[config.mk]
export PLATFORM = sky130hd
export DESIGN_NAME = ltssm_trace_recorder
export DESIGN_NICKNAME = d
export VERILOG_FILES = /design/src/rtl/ltssm_trace_recorder.sv
export SDC_FILE = /design/constraint.sdc
export NUM_CORES = 1
export LEC_CHECK = 0
export ABC_AREA = 1
export CAP_MARGIN = 20
export CELL_PAD_IN_SITES_DETAIL_PLACEMENT = 0
export CELL_PAD_IN_SITES_GLOBAL_PLACEMENT = 1
export CORE_MARGIN = 5
export CORE_UTILIZATION = 46
export CTS_CLUSTER_DIAMETER = 150
export DETAILED_ROUTE_END_ITERATION = 8
export GPL_TIMING_DRIVEN = 1
export PLACE_DENSITY = 0.8
export SLEW_MARGIN = 10
export SYNTH_ARGS = -nofsm -noshare
export SYNTH_HDL_FRONTEND = slang
export SYNTH_SLANG_ARGS = --single-unit
export TNS_END_PERCENT = 20
[constraint.sdc]
create_clock -name clk_host_1p0g -period 4.7 [get_ports clk_host_1p0g]
set_input_delay 0.705 -clock clk_host_1p0g [delete_from_list [all_inputs] [get_ports clk_host_1p0g]]
set_output_delay 0.705 -clock clk_host_1p0g [all_outputs]
set_load 0.1 [all_outputs]
[src/rtl/ltssm_trace_recorder.sv]
// Link-training trace recorder: timestamps every change of the (ltssm, speed, width)
// tuple and queues it in a first-word-fall-through FIFO drained over valid/ready.
module ltssm_trace_recorder #(
   parameter int LTSSM_W = 6,
   parameter int TS_W    = 32,
   parameter int DEPTH   = 16,
   parameter int REC_W   = TS_W + LTSSM_W + 6
) (
   input  logic                   clk_host_1p0g,
   input  logic                   rst_host_1p0g,
   input  logic [LTSSM_W-1:0]     ltssm_state,
   input  logic [2:0]             link_speed,
   input  logic [2:0]             link_width,
   input  logic                   trace_en,
   input  logic                   clear,
   output logic                   rec_valid,
   input  logic                   rec_ready,
   output logic [REC_W-1:0]       rec_data,
   output logic [$clog2(DEPTH):0] rec_count,
   output logic                   overflow,
   output logic [15:0]            drop_cnt
);

   localparam int TUP_W = LTSSM_W + 6;
   localparam int PTR_W = $clog2(DEPTH);
   localparam int CNT_W = PTR_W + 1;

   typedef enum logic [1:0] {
      IDLE,
      PRIME,
      RUN
   } state_t;

   function automatic logic [15:0] sat_inc16(input logic [15:0] v);
      return (v == 16'hFFFF) ? v : v + 16'd1;
   endfunction

   state_t             state;
   state_t             state_nxt;
   logic               push_req;
   logic [TS_W-1:0]    ts;
   logic [TUP_W-1:0]   tuple;
   logic [TUP_W-1:0]   last_tuple;

   logic [REC_W-1:0]   mem [DEPTH];
   logic [PTR_W-1:0]   wr_ptr;
   logic [PTR_W-1:0]   rd_ptr;
   logic [CNT_W-1:0]   count;
   logic               full;
   logic               pop;
   logic               push_ok;
   logic               drop;

   assign tuple     = {ltssm_state, link_speed, link_width};
   assign rec_valid = (count != '0);
   assign full      = (count == CNT_W'(DEPTH));
   assign pop       = rec_valid && rec_ready;
   // A push into a full FIFO survives only if the head leaves on the same edge.
   assign push_ok   = push_req && (!full || pop);
   assign drop      = push_req && full && !pop;
   assign rec_data  = rec_valid ? mem[rd_ptr] : '0;
   assign rec_count = count;

   always_ff @(posedge clk_host_1p0g or posedge rst_host_1p0g) begin
      if (rst_host_1p0g) begin
         state <= IDLE;
      end else begin
         state <= state_nxt;
      end
   end

   always_comb begin
      state_nxt = state;
      push_req  = 1'b0;
      case (state)
         IDLE: begin
            if (trace_en) state_nxt = PRIME;
         end
         PRIME: begin
            push_req  = 1'b1;
            state_nxt = trace_en ? RUN : IDLE;
         end
         RUN: begin
            push_req = (tuple != last_tuple);
            if (!trace_en) state_nxt = IDLE;
         end
         default: state_nxt = IDLE;
      endcase
   end

   always_ff @(posedge clk_host_1p0g or posedge rst_host_1p0g) begin
      if (rst_host_1p0g) begin
         ts         <= '0;
         last_tuple <= '0;
      end else begin
         ts         <= clear ? '0 : ts + TS_W'(1);
         last_tuple <= tuple;
      end
   end

   // clear outranks both push and pop; a push lost to clear is not a drop.
   always_ff @(posedge clk_host_1p0g or posedge rst_host_1p0g) begin
      if (rst_host_1p0g) begin
         wr_ptr   <= '0;
         rd_ptr   <= '0;
         count    <= '0;
         overflow <= 1'b0;
         drop_cnt <= '0;
      end else if (clear) begin
         wr_ptr   <= '0;
         rd_ptr   <= '0;
         count    <= '0;
         overflow <= 1'b0;
         drop_cnt <= '0;
      end else begin
         if (pop)     rd_ptr <= rd_ptr + PTR_W'(1);
         if (push_ok) wr_ptr <= wr_ptr + PTR_W'(1);
         if (push_ok && !pop) begin
            count <= count + CNT_W'(1);
         end else if (!push_ok && pop) begin
            count <= count - CNT_W'(1);
         end
         if (drop) begin
            overflow <= 1'b1;
            drop_cnt <= sat_inc16(drop_cnt);
         end
      end
   end

   always_ff @(posedge clk_host_1p0g) begin
      if (push_ok && !clear) mem[wr_ptr] <= {ts, tuple};
   end

endmodule

==> qor.csv <==
stage;metric;value;unit
grt;GR Util All Layers;21.69;%
clock_network;post_cts resized;0;
floorplan;Rows;95;
grt;largest net degree at the start of global routing;133;
place;Place WS;0.5545;ns
sta;hold slack;0.4968;ns
sta;FMAX;0.2364;GHz
cells_and_area;commonest non-fill, non-tap cells in the layout;704 x edfxtp_1, 467 x nor2_1, 403 x o21ai_0;
synthesis;Synth Instances;2459;
place;DP HPWL;45770;um
power_and_ir_drop;clock power share;30.4;%
synthesis;adder-cell area share of the yosys netlist;0.6212;%
synthesis;XOR/XNOR share of the synthesized area;0.7526;%
power_and_ir_drop;P per Cell Area;556.4;nW/um2
floorplan;Die Ht;271.4;um
critical_path;FF-to-FF Start;last_tuple[9]$_DFF_PP0_;
floorplan;Placeable Area;67510;um2
drt;Vias;20740;
drt;drt wl/cell;23.43;um
cells_and_area;Syn-to-layout area delta;15.51;%
drt;DRT Pass-1 Iters;5;
clock_network;CTS sink count;780;
drt;vias per cell;5.958;
sta;final hold vios;0;
drt;final wirelength;81570;um
clock_network;clk_lat worst skew;0.63;ns
sta;Period Utilization, post-route;90.01;%
critical_path;Worst Setup SP;rd_ptr[0]$_DFFE_PP0P_;
clock_network;root buf cell;clkbuf_16;
power_and_ir_drop;combinational share of power;30.7;%
clock_network;Post CTS Setup Buffer Count;0;
cells_and_area;diodes inserted;0;
run_status;status;completed;
clock_network;clock tree from TritonCTS;built;
cells_and_area;layout cell share with drive strength beyond 1;10.89;%
clock_network;Clock transition at path regs;0.06;ns
drt;Post-DRT Antenna Nets;0;
power_and_ir_drop;Power Internal;12.85;mW
critical_path;Critical Path RT;3.99;ns
synthesis;synthesized area;31420;um2
sta;worst clock skew;0.02350;ns
grt;vias in the first global route;20710;
synthesis;Ys Warns;0;
sta;worst setup margin;0.4694;ns
critical_path;reg2reg setup slack;1.74;ns
synthesis;top cells by area, synth;edfxtp_1 67%, o21ai_0 6.4%, dfrtp_1 6.1%, nor2_1 5.6%, o221ai_1 3.5%;
critical_path;Worst setup endpoint;rec_data[11];
critical_path;Worst Setup End Kind;primary output;
critical_path;reg2reg path depth;11;
drt;# DRC;0;
flow_run;total of max-cap violations;0;
grt;total gr overflow;0;
synthesis;area leader, netlist;edfxtp_1;
sta;setup violators final;0;
cells_and_area;Core Util, Final;53.76;%
place;number of port buffers;83;
critical_path;WP data arrival;3.53;ns
power_and_ir_drop;total net switching power;7.344;mW
clock_network;H-tree level count;3;
sta;RSZ-0062 raised after global routing;no;
drt;Initial DRC Count;2204;
synthesis;largest family of logic cells by synthesized area;compound AO/OA/AOI/OAI gates;
clock_network;cts hold-fix bufs;0;
floorplan;Top Ports;84;
floorplan;initial core utilization;46.54;%
power_and_ir_drop;Leak;12.17;nW
synthesis;top_reg_cell synth;edfxtp_1;
synthesis;post-synthesis mux area share;0.03186;%
synthesis;Synth cell types;45;
critical_path;Critical R2R Capture;mem[2][3]$_DFFE_PP_;
synthesis;simple-gate share of the synthesized area;9.792;%
sta;Max Slew Vio Count;0;
cells_and_area;fin nets;2574;
cells_and_area;most common cell after layout, fill and taps aside;edfxtp_1;
floorplan;Die W;271.4;um
floorplan;Die Area;73630;um2
grt;initial antenna violation count;1;
sta;Slew headroom;32.81;%
power_and_ir_drop;Sequential Power Share;38.8;%
synthesis;Synth Area per Inst;12.78;um2
synthesis;sequential share of the synthesized area;73.33;%
clock_network;TritonCTS Buffers;80;
synthesis;complex-gate fraction of the synthesized area;12.44;%
synthesis;Post-synth EDFFs;704;
synthesis;synthesis-stage register bit count;780;
critical_path;worst-path maximum fanout;65;
power_and_ir_drop;VDD IR max;0.0006187;V
place;Placer Congestion;0.8127;
grt;first-pass GRT wire length;124300;um
synthesis;Synth top area share;67.28;%
synthesis;Syn Nets;2491;
clock_network;clock buffer depth;3;
synthesis;async set or reset register ratio after synthesis;9.744;%
worst_hold_path;Worst Hold Class;reg2reg;
sta;post-layout min period;4.231;ns
sta;worst-margin pin slew;1.005;ns
critical_path;WS Path Type;reg2out;
critical_path;Critical Path Source Type;flip-flop;
power_and_ir_drop;switching share of power;36.37;%
==> kinds of logic after synthesis <==
kind of cell / count (synthesis)
buf+inv: 237
flops: 780
simple gates: 732
mux: 1
compound gates: 667
fa+ha+maj: 15
xor+xnor: 27
==> worst min-delay path by stage <==
stage / endpoint / slack (ns) / cells after the start / start
finish: overflow$_DFFE_PP0P_ / 0.50 / 1 / overflow$_DFFE_PP0P_
detailed placement: overflow$_DFFE_PP0P_ / 0.50 / 1 / overflow$_DFFE_PP0P_
CTS: overflow$_DFFE_PP0P_ / 0.50 / 1 / overflow$_DFFE_PP0P_
global placement: overflow$_DFFE_PP0P_ / 0.48 / 1 / overflow$_DFFE_PP0P_
floorplan: state[1]$_DFFE_PP0P_ / 0.54 / 2 / state[1]$_DFFE_PP0P_
global route: overflow$_DFFE_PP0P_ / 0.53 / 1 / overflow$_DFFE_PP0P_
==> per-layer routing <==
| layer | up-vias | track usage [%] | routed length [um] |
|---|---|---|---|
| li1 | 9293 | - | - |
| met1 | 10410 | 29.72 | 33780 |
| met2 | 895 | 35.75 | 39360 |
| met3 | 144 | 4.027 | 6356 |
| met4 | 0 | 6.464 | 2075 |
| met5 | - | 0 | 0 |
==> synthesized netlist by cell type, drive strengths merged (14+ instances only) <==
cell type  instances
o21ai            415
dfrtp             76
edfxtp           704
nor3              41
o22ai             53
ha                14
nor2             475
o221ai           126
clkbuf           117
a21oi             61
xor2              17
nand3             91
nand2            103
buf               41
inv               77
==> layout make-up <==
type / instances / area (um2)
Clock buffer: 112 / 2236
Clock inverter: 36 / 309.0
Fill cell: 5450 / 31220
Inverter: 79 / 311.5
Multi-Input combinational cell: 1442 / 7518
Sequential cell: 780 / 23050
Tap cell: 873 / 1092
Timing Repair Buffer: 159 / 1774
==> sequential cells by signal, summed over array words and instances, names as in the netlist <==
| signal | flops |
|---|---|
| overflow | 1 |
| state | 2 |
| ts | 32 |
| rd_ptr | 4 |
| last_tuple | 12 |
| rec_count | 5 |
| drop_cnt | 16 |
| wr_ptr | 4 |
| mem | 704 |
==> metrics by stage <==
stage	TNS [ns]	instance area, um2	power [mW]	std cells
2_1_floorplan	-271.97	31420	12.20	2459
3_3_place_gp	0	33750	14.10	3333
3_5_place_dp	0	33750	14.19	3333
4_1_cts	0	36290	20.30	3481
5_1_grt	0	36290	20.95	3481
6_report	0	36290	20.20	3481
==> critical path, cell delays in order, from the launching register on <==
cell and delay [ns]:
dfrtp_4 0.92, buf_4 0.65, o21ai_0 0.24, o22ai_1 0.22
nor2_1 0.06, nor2_1 0.11, o21ai_0 0.13, a21oi_1 0.31
buf_12 0.22
==> power groups by stage <==
stage                     Clock, mW  Combinational [mW]  Sequential (mW)
after detailed placement          0                6.21             7.98
after CTS                      6.24                6.22             7.84
after floorplan                   0                4.20             7.99
after global routing           6.54                6.56             7.85
after global placement            0                6.12             7.97
final                          6.15                6.21             7.84
Note: power is estimated with default switching activity, not from simulation.
